==> src/rtl/gpr_file.sv <==
// General-purpose register file: one write port with in-place LOAD/INC/DEC/CLR,
// a combinational MUX read port and a registered, write-bypassed BUS read port.
module gpr_file #(
  parameter int DATA_W   = 24,
  parameter int NUM_REGS = 8,
  parameter int SEL_W    = 3,
  parameter bit ZERO_REG = 1'b0
) (
  input  logic              clk,
  input  logic              rst,
  input  logic              write,
  input  logic [1:0]        op,
  input  logic [SEL_W-1:0]  wr_sel,
  input  logic [DATA_W-1:0] data_in,
  input  logic [SEL_W-1:0]  mux_sel,
  output logic [DATA_W-1:0] mux_out,
  input  logic              read_bus,
  input  logic [SEL_W-1:0]  bus_sel,
  output logic [DATA_W-1:0] bus_out,
  output logic              bus_valid,
  output logic              wr_zero
);

  localparam logic [1:0] OP_LOAD = 2'b00;
  localparam logic [1:0] OP_INC  = 2'b01;
  localparam logic [1:0] OP_DEC  = 2'b10;
  localparam logic [1:0] OP_CLR  = 2'b11;

  logic [DATA_W-1:0] r_regs [NUM_REGS];
  logic [DATA_W-1:0] r_bus_out;
  logic              r_bus_valid;
  logic              r_wr_zero;

  logic              w_wr_ok;
  logic [DATA_W-1:0] w_cur;
  logic [DATA_W-1:0] w_result;
  logic [DATA_W-1:0] w_bus_val;

  function automatic logic sel_ok(input logic [SEL_W-1:0] sel);
    return (int'(sel) < NUM_REGS) && !(ZERO_REG && sel == '0);
  endfunction

  // Unreachable registers (out of range, or hardwired R0) always read as zero.
  function automatic logic [DATA_W-1:0] rd(input logic [SEL_W-1:0] sel);
    if (!sel_ok(sel)) return '0;
    return r_regs[sel];
  endfunction

  always_comb begin
    w_wr_ok = write && sel_ok(wr_sel);
    w_cur   = rd(wr_sel);
    unique case (op)
      OP_LOAD: w_result = data_in;
      OP_INC:  w_result = w_cur + 1'b1;
      OP_DEC:  w_result = w_cur - 1'b1;
      OP_CLR:  w_result = '0;
      default: w_result = '0;
    endcase
    w_bus_val = (w_wr_ok && wr_sel == bus_sel) ? w_result : rd(bus_sel);
    mux_out   = rd(mux_sel);
  end

  always_ff @(posedge clk) begin
    if (rst) begin
      // NOTE: the register array is reset explicitly because the control unit relies on all-zero contents after reset.
      for (int i = 0; i < NUM_REGS; i++) r_regs[i] <= '0;
      r_bus_out   <= '0;
      r_bus_valid <= 1'b0;
      r_wr_zero   <= 1'b0;
    end else begin
      if (w_wr_ok) begin
        r_regs[wr_sel] <= w_result;
        r_wr_zero      <= (w_result == '0);
      end
      r_bus_valid <= read_bus;
      r_bus_out   <= read_bus ? w_bus_val : '0;
    end
  end

  assign bus_out   = r_bus_out;
  assign bus_valid = r_bus_valid;
  assign wr_zero   = r_wr_zero;

endmodule

==> config.mk <==
export PLATFORM = sky130hd
export DESIGN_NAME = gpr_file
export DESIGN_NICKNAME = d
export VERILOG_FILES = /design/src/rtl/gpr_file.sv
export SDC_FILE = /design/constraint.sdc
export NUM_CORES = 1
export LEC_CHECK = 0
export ABC_AREA = 1
export BUFFER_PORTS_ARGS = -buffer_cell sky130_fd_sc_hd__buf_2
export CORE_ASPECT_RATIO = 1.25
export CORE_MARGIN = 4
export CORE_UTILIZATION = 45
export DETAILED_ROUTE_END_ITERATION = 8
export HOLD_SLACK_MARGIN = 0.08
export SLEW_MARGIN = 5
export SYNTH_ARGS = -nofsm -noshare
export SYNTH_HDL_FRONTEND = slang
export SYNTH_SLANG_ARGS = --single-unit
==> constraint.sdc <==
create_clock -name clk -period 6 [get_ports clk]
set_input_delay 0.9 -clock clk [delete_from_list [all_inputs] [get_ports clk]]
set_output_delay 0.9 -clock clk [all_outputs]
set_load 0.05 [all_outputs]
======== Yosys cells after proc, flatten, opt, wreduce, memory -nomap -nowiden ========
Memories as Yosys holds them, arrays and structs flattened. A register that Yosys moved wholly into a read port is not among the register bits.
Cells that the tools add are included.
Widths: inputs -> output; s select.
word-level totals
  word-level logic and storage cells ...... 22
  memory bits (writable) .................. 192
  input port bits ......................... 39
  memories kept ........................... 1
  flip-flop bits (word level) ............. 2
cells by class
  bitwise gates (word level) .............. 1
  reduce and logical (&&, ||, !) cells .... 4
  mux-type cells .......................... 9
  equal/unequal tests ..................... 3
  $add $sub $neg .......................... 2
memory list
  memory  words  bits a word  read ports  clocked after Yosys merged registers in  write ports  RTL line  source
  r_regs  8      24           3           1                                        8            29        logic [DATA_W-1:0] r_regs [NUM_REGS];
operators with widths
  cell                   number
  $pmux 24 s4            1
  $add 24x1->24 const B  1
  $logic_not 24->1       1
  $mux 24                1
  $reduce_or 24->1       1
  $sub 24x1->24 const B  1
  $mux 1                 6
  $eq 2x2->1 const B     2
  $mux 3                 1
  $eq 2x1->1 const B     1
  $logic_not 2->1        1
  $reduce_or 2->1        1
  $not 1->1              1

======== Depth between registers and ports, before layout ========
  depth in word-level cells ............... 5
  depth in mapped cells ................... 27
  depth with buffers taken out ............ 25

======== Worst setup path after synthesis ========
Ideal clock, no wire load.
  path kind ............................... input port to flip-flop
  from .................................... in wr_sel[2]
  to ...................................... reg r_wr_zero, in the netlist wr_zero
  buffers on the path ..................... 2
  data arrival time ....................... 3.757 ns
  data required time ...................... 5.934 ns
  stages on the path ...................... 23
  slack ................................... 2.177 ns
  path through ............................ buf_6 -> inv_2 -> nor2_2 -> nand2_1 -> clkbuf_1 -> o22ai_1 -> a221oi_1 -> o2111ai_1 -> fa_1 -> nand2_1 -> a21oi_2 -> or2_2 -> nand3_1 -> nand2_1 -> clkinv_1 -> nand3_1 -> nor2_1 -> nand3_1 -> nor2_1 -> nand3_1 -> nor2_1 -> nand3_1 -> a21oi_2
on the way
  longest elaborated chain between the ends .. 4
  elaborated cells between the ends (all ways) .. 5
  those cells by class .................... add/sub: 2; mux: 1; reduce/logical: 1; memory: 1
RTL lines
  element                                         RTL line  source
  start, declared                                 13        input logic [SEL_W-1:0] wr_sel,
  $mem_v2 8x24 *                                  -
  $sub 24x1->24 or $add 24x1->24 (tied branches)  55, 54
  $pmux 24 s4 *                                   52        unique case (op)
  $logic_not 24->1 *                              73        r_wr_zero <= (w_result == '0);
  end signal, assigned                            73
  end, declared                                   32        logic r_wr_zero;
Every way passes the cells marked *; elsewhere a longest branch is shown, timed or not.
A chain may end at the register's enable or synchronous reset.

======== Worst setup path in the final report ========
  from .................................... in wr_sel[0]
  to ...................................... reg r_wr_zero, in the netlist wr_zero
Same word-level chain as after synthesis.

==> flow_summary.toml <==
[layout]
multi_input_area_um2 = 6470
final_cell_mix = "329 x nor2_1, 276 x nand2_1, 209 x o21ai_0, 192 x edfxtp_1, 149 x inv_1"
area_growth_pct = 11.8
seqCellArea_um2 = 6290
nNetsFinal = 1889
finalNonFillerCells = 2245
fillers = 3014
drive_gt1_frac = 0.112
layout_commonest_cell = "nor2_1"

[run]
cap_viol_max_count = 0

[drt]
firstDrtPassIters = 8
post_drt_wl_per_cell_um = 25.9
totalWireLength_mm = 58.2
final_antenna_net_count = 0
drc = 0
vias_per_cell = 6.37
vias = 14300
drt_iter0_drc = 2115

[worst_setup_path]
critical_path_arrival_ns = 5.32
cpPeakStageDelay_ns = 0.49
reg2reg_depth = 16
path_common_cell = "nand3_1"
cp_cell_sequence = "buf_2, clkinv_8, nand3_1, inv_1, a221oi_1, o2111ai_1, ha_1, a21oi_1, nand2_1, nand2_1, nand3b_1, nand3_1, and2_1, nand3_1, nor2_1, nand3_1, nor2_1, nand3_1, a21oi_2"
cp_max_fo = 20
crit_slowest_cell = "inv_1"
r2r-start = "r_regs[4][5]"
startpoint_type = "primary input"
r2r-end = "wr_zero"
crit_type = "in -> reg"
worstPathRequired_ns = 6.47
r2r_slack_ns = 2.16
crit_path_end_kind = "flip-flop"

[logic_synthesis]
netlist_instances = 1778
synth_edf_count = 192
synth.avg_cell_area_um2 = 7.80
yosysTopAreaCellShare = 0.416
seq_area_frac_synth = 0.453
synth_area_um2 = 13900
synth_cell_types = 54
yosysTopAreaCell = "edfxtp_1"
synth.area.top_cells = "edfxtp_1 42%, nor2_1 8.9%, o21ai_0 7.5%"
synthArstFlopShare = 0
syn_nets = 1842
yosysWarnings = 0
synth_top_flop_cell = "edfxtp_1"
ys_ff_latch = 218

[timing]
tns_ns = 0
slew_viol_final = 0
final-setup-viol-count = 0
relSlewSlack = 0.227
fin_crit_sh = 0.808
max_freq_mhz = 206
rsz0062_at_grt = "no"
finClkSkew_ns = 0.0226
tightest_slew_ns = 1.15
finalCriticalPeriod_ns = 4.85
whs_ns = 0.522
hold_viol = 0

[cts]
cts_root_buffer = "clkbuf_16"
clock-sinks = 218
htree_levels = 1
postCtsSetupRepairBufs = 0
cts_tree = "yes"
ctsLongestPathBuffers = 3
clkSlewWorstSetupHoldPaths_ns = 0.06
cts_buffers = 24
cts_hold_buf = 0
clkLatencyLatePin_ns = 0.55
cts_resized = 0

[global_routing]
grt-ovfl-total = 0
grt_pass1_vias = 13600
grt_pass1_wl_mm = 85.4
grt_use_total = 0.340
antenna_found_initial = 2
grt_max_degree = 95

[pwr]
power.leakage_uw = 0.00624
switching_share = 0.326
p_comb_frac = 0.216
power_frac_clock = 0.365
p_int_uw = 2830
switching_power_uw = 1370
p_per_area_nw_per_um2 = 271
vdd_drop_max_mv = 0.255
p_seq_frac = 0.419

[die]
initial_utilization = 0.458
die_w_um = 165
rows = 71
io_pins = 89
die-height_um = 204
core_area_um2 = 30300
die_area_um2 = 33700

[worst_hold_path]
hold_start = "wr_zero"
min_to = "wr_zero"
hp-class = "reg -> reg"
holdPathStages = 2

[place]
place.detailed.hpwl_mm = 37.4
numPortBuffers = 88
gp_congestion = 1.01
dp.cells = 2200

[run_status]
status = "completed"
==> through the flow <==
stage               setup slack, ns  utilization  area, um2  power [uW]
floorplan                      2.18            -      13900        2350
global placement              0.845        0.486      14700        2660
detailed placement            0.851        0.486      14700        2670
CTS                            1.40        0.512      15500        4170
global route                  0.977        0.512      15500        4330
finish                         1.15        0.512      15500        4200
==> layout make-up <==
type,count,area share
diodes,1,0.000161
clock buffers,32,0.0420
clock inverters,12,0.00872
inverters,173,0.0430
multi-input cells,1274,0.417
flip-flops and latches,218,0.405
well taps,401,0.0324
repair buffers,134,0.0508
==> synthesized netlist by cell type, types with 24 or more instances <==
cell,number
a221oi_1,31
ha_1,24
nand2_1,277
a21oi_1,134
clkbuf_1,101
a31oi_1,26
dfxtp_1,26
inv_1,150
o21ai_0,209
a22oi_1,26
nor2_1,330
nand3_1,57
o211ai_1,36
edfxtp_1,192
==> sequential cells by signal (all words and copies together), names as in the netlist <==
| register | flops |
|---|---|
| r_regs | 192 |
| bus_out | 24 |
| bus_valid | 1 |
| wr_zero | 1 |
==> cells by family (layout without fill, tap and decap cells) <==
logic type,after synthesis,count (layout),synth area share
AND/OR/NAND/NOR,707,707,0.208
AO/OA/AOI/OAI,541,541,0.234
buffers and inverters,286,351,0.0808
flip-flops,218,218,0.453
adder cells (fa/ha/maj),25,25,0.0231
XOR/XNOR,1,1,0.000631
other,0,1,0
==> metal layers <==
layer,part of all wire,global-route usage,vias up,wire length (um)
li1,-,-,6293,-
met1,0.38,0.455,6721,22100
met2,0.44,0.529,1057,25700
met3,0.13,0.0761,235,7430
met4,0.049,0.149,4,2860
met5,0.00041,0,-,24
==> worst max-delay path by stage <==
stage / from / endpoint
global route: wr_sel[0] / wr_zero
global placement: wr_sel[0] / wr_zero
CTS: wr_sel[0] / wr_zero
floorplan: wr_sel[2] / wr_zero
finish: wr_sel[0] / wr_zero
detailed placement: wr_sel[0] / wr_zero
==> power by group through the flow <==
| stage | sequential, uW | clock [uW] | combinational, uW |
|---|---|---|---|
| 2_1_floorplan | 1810 | 0 | 545 |
| 3_3_place_gp | 1790 | 0 | 875 |
| 3_5_place_dp | 1790 | 0 | 877 |
| 4_1_cts | 1760 | 1540 | 881 |
| 5_1_grt | 1760 | 1600 | 966 |
| 6_report | 1760 | 1530 | 906 |
==> worst max-delay path: cells and delay by family <==
| kind | cells | cell delay (ns) |
|---|---|---|
| AO/OA/AOI/OAI | 4 | 1.27 |
| AND/OR/NAND/NOR | 11 | 1.80 |
| adder cells (fa/ha/maj) | 1 | 0.46 |
| buffers and inverters | 3 | 0.85 |
(Power assumes the default switching activity.)
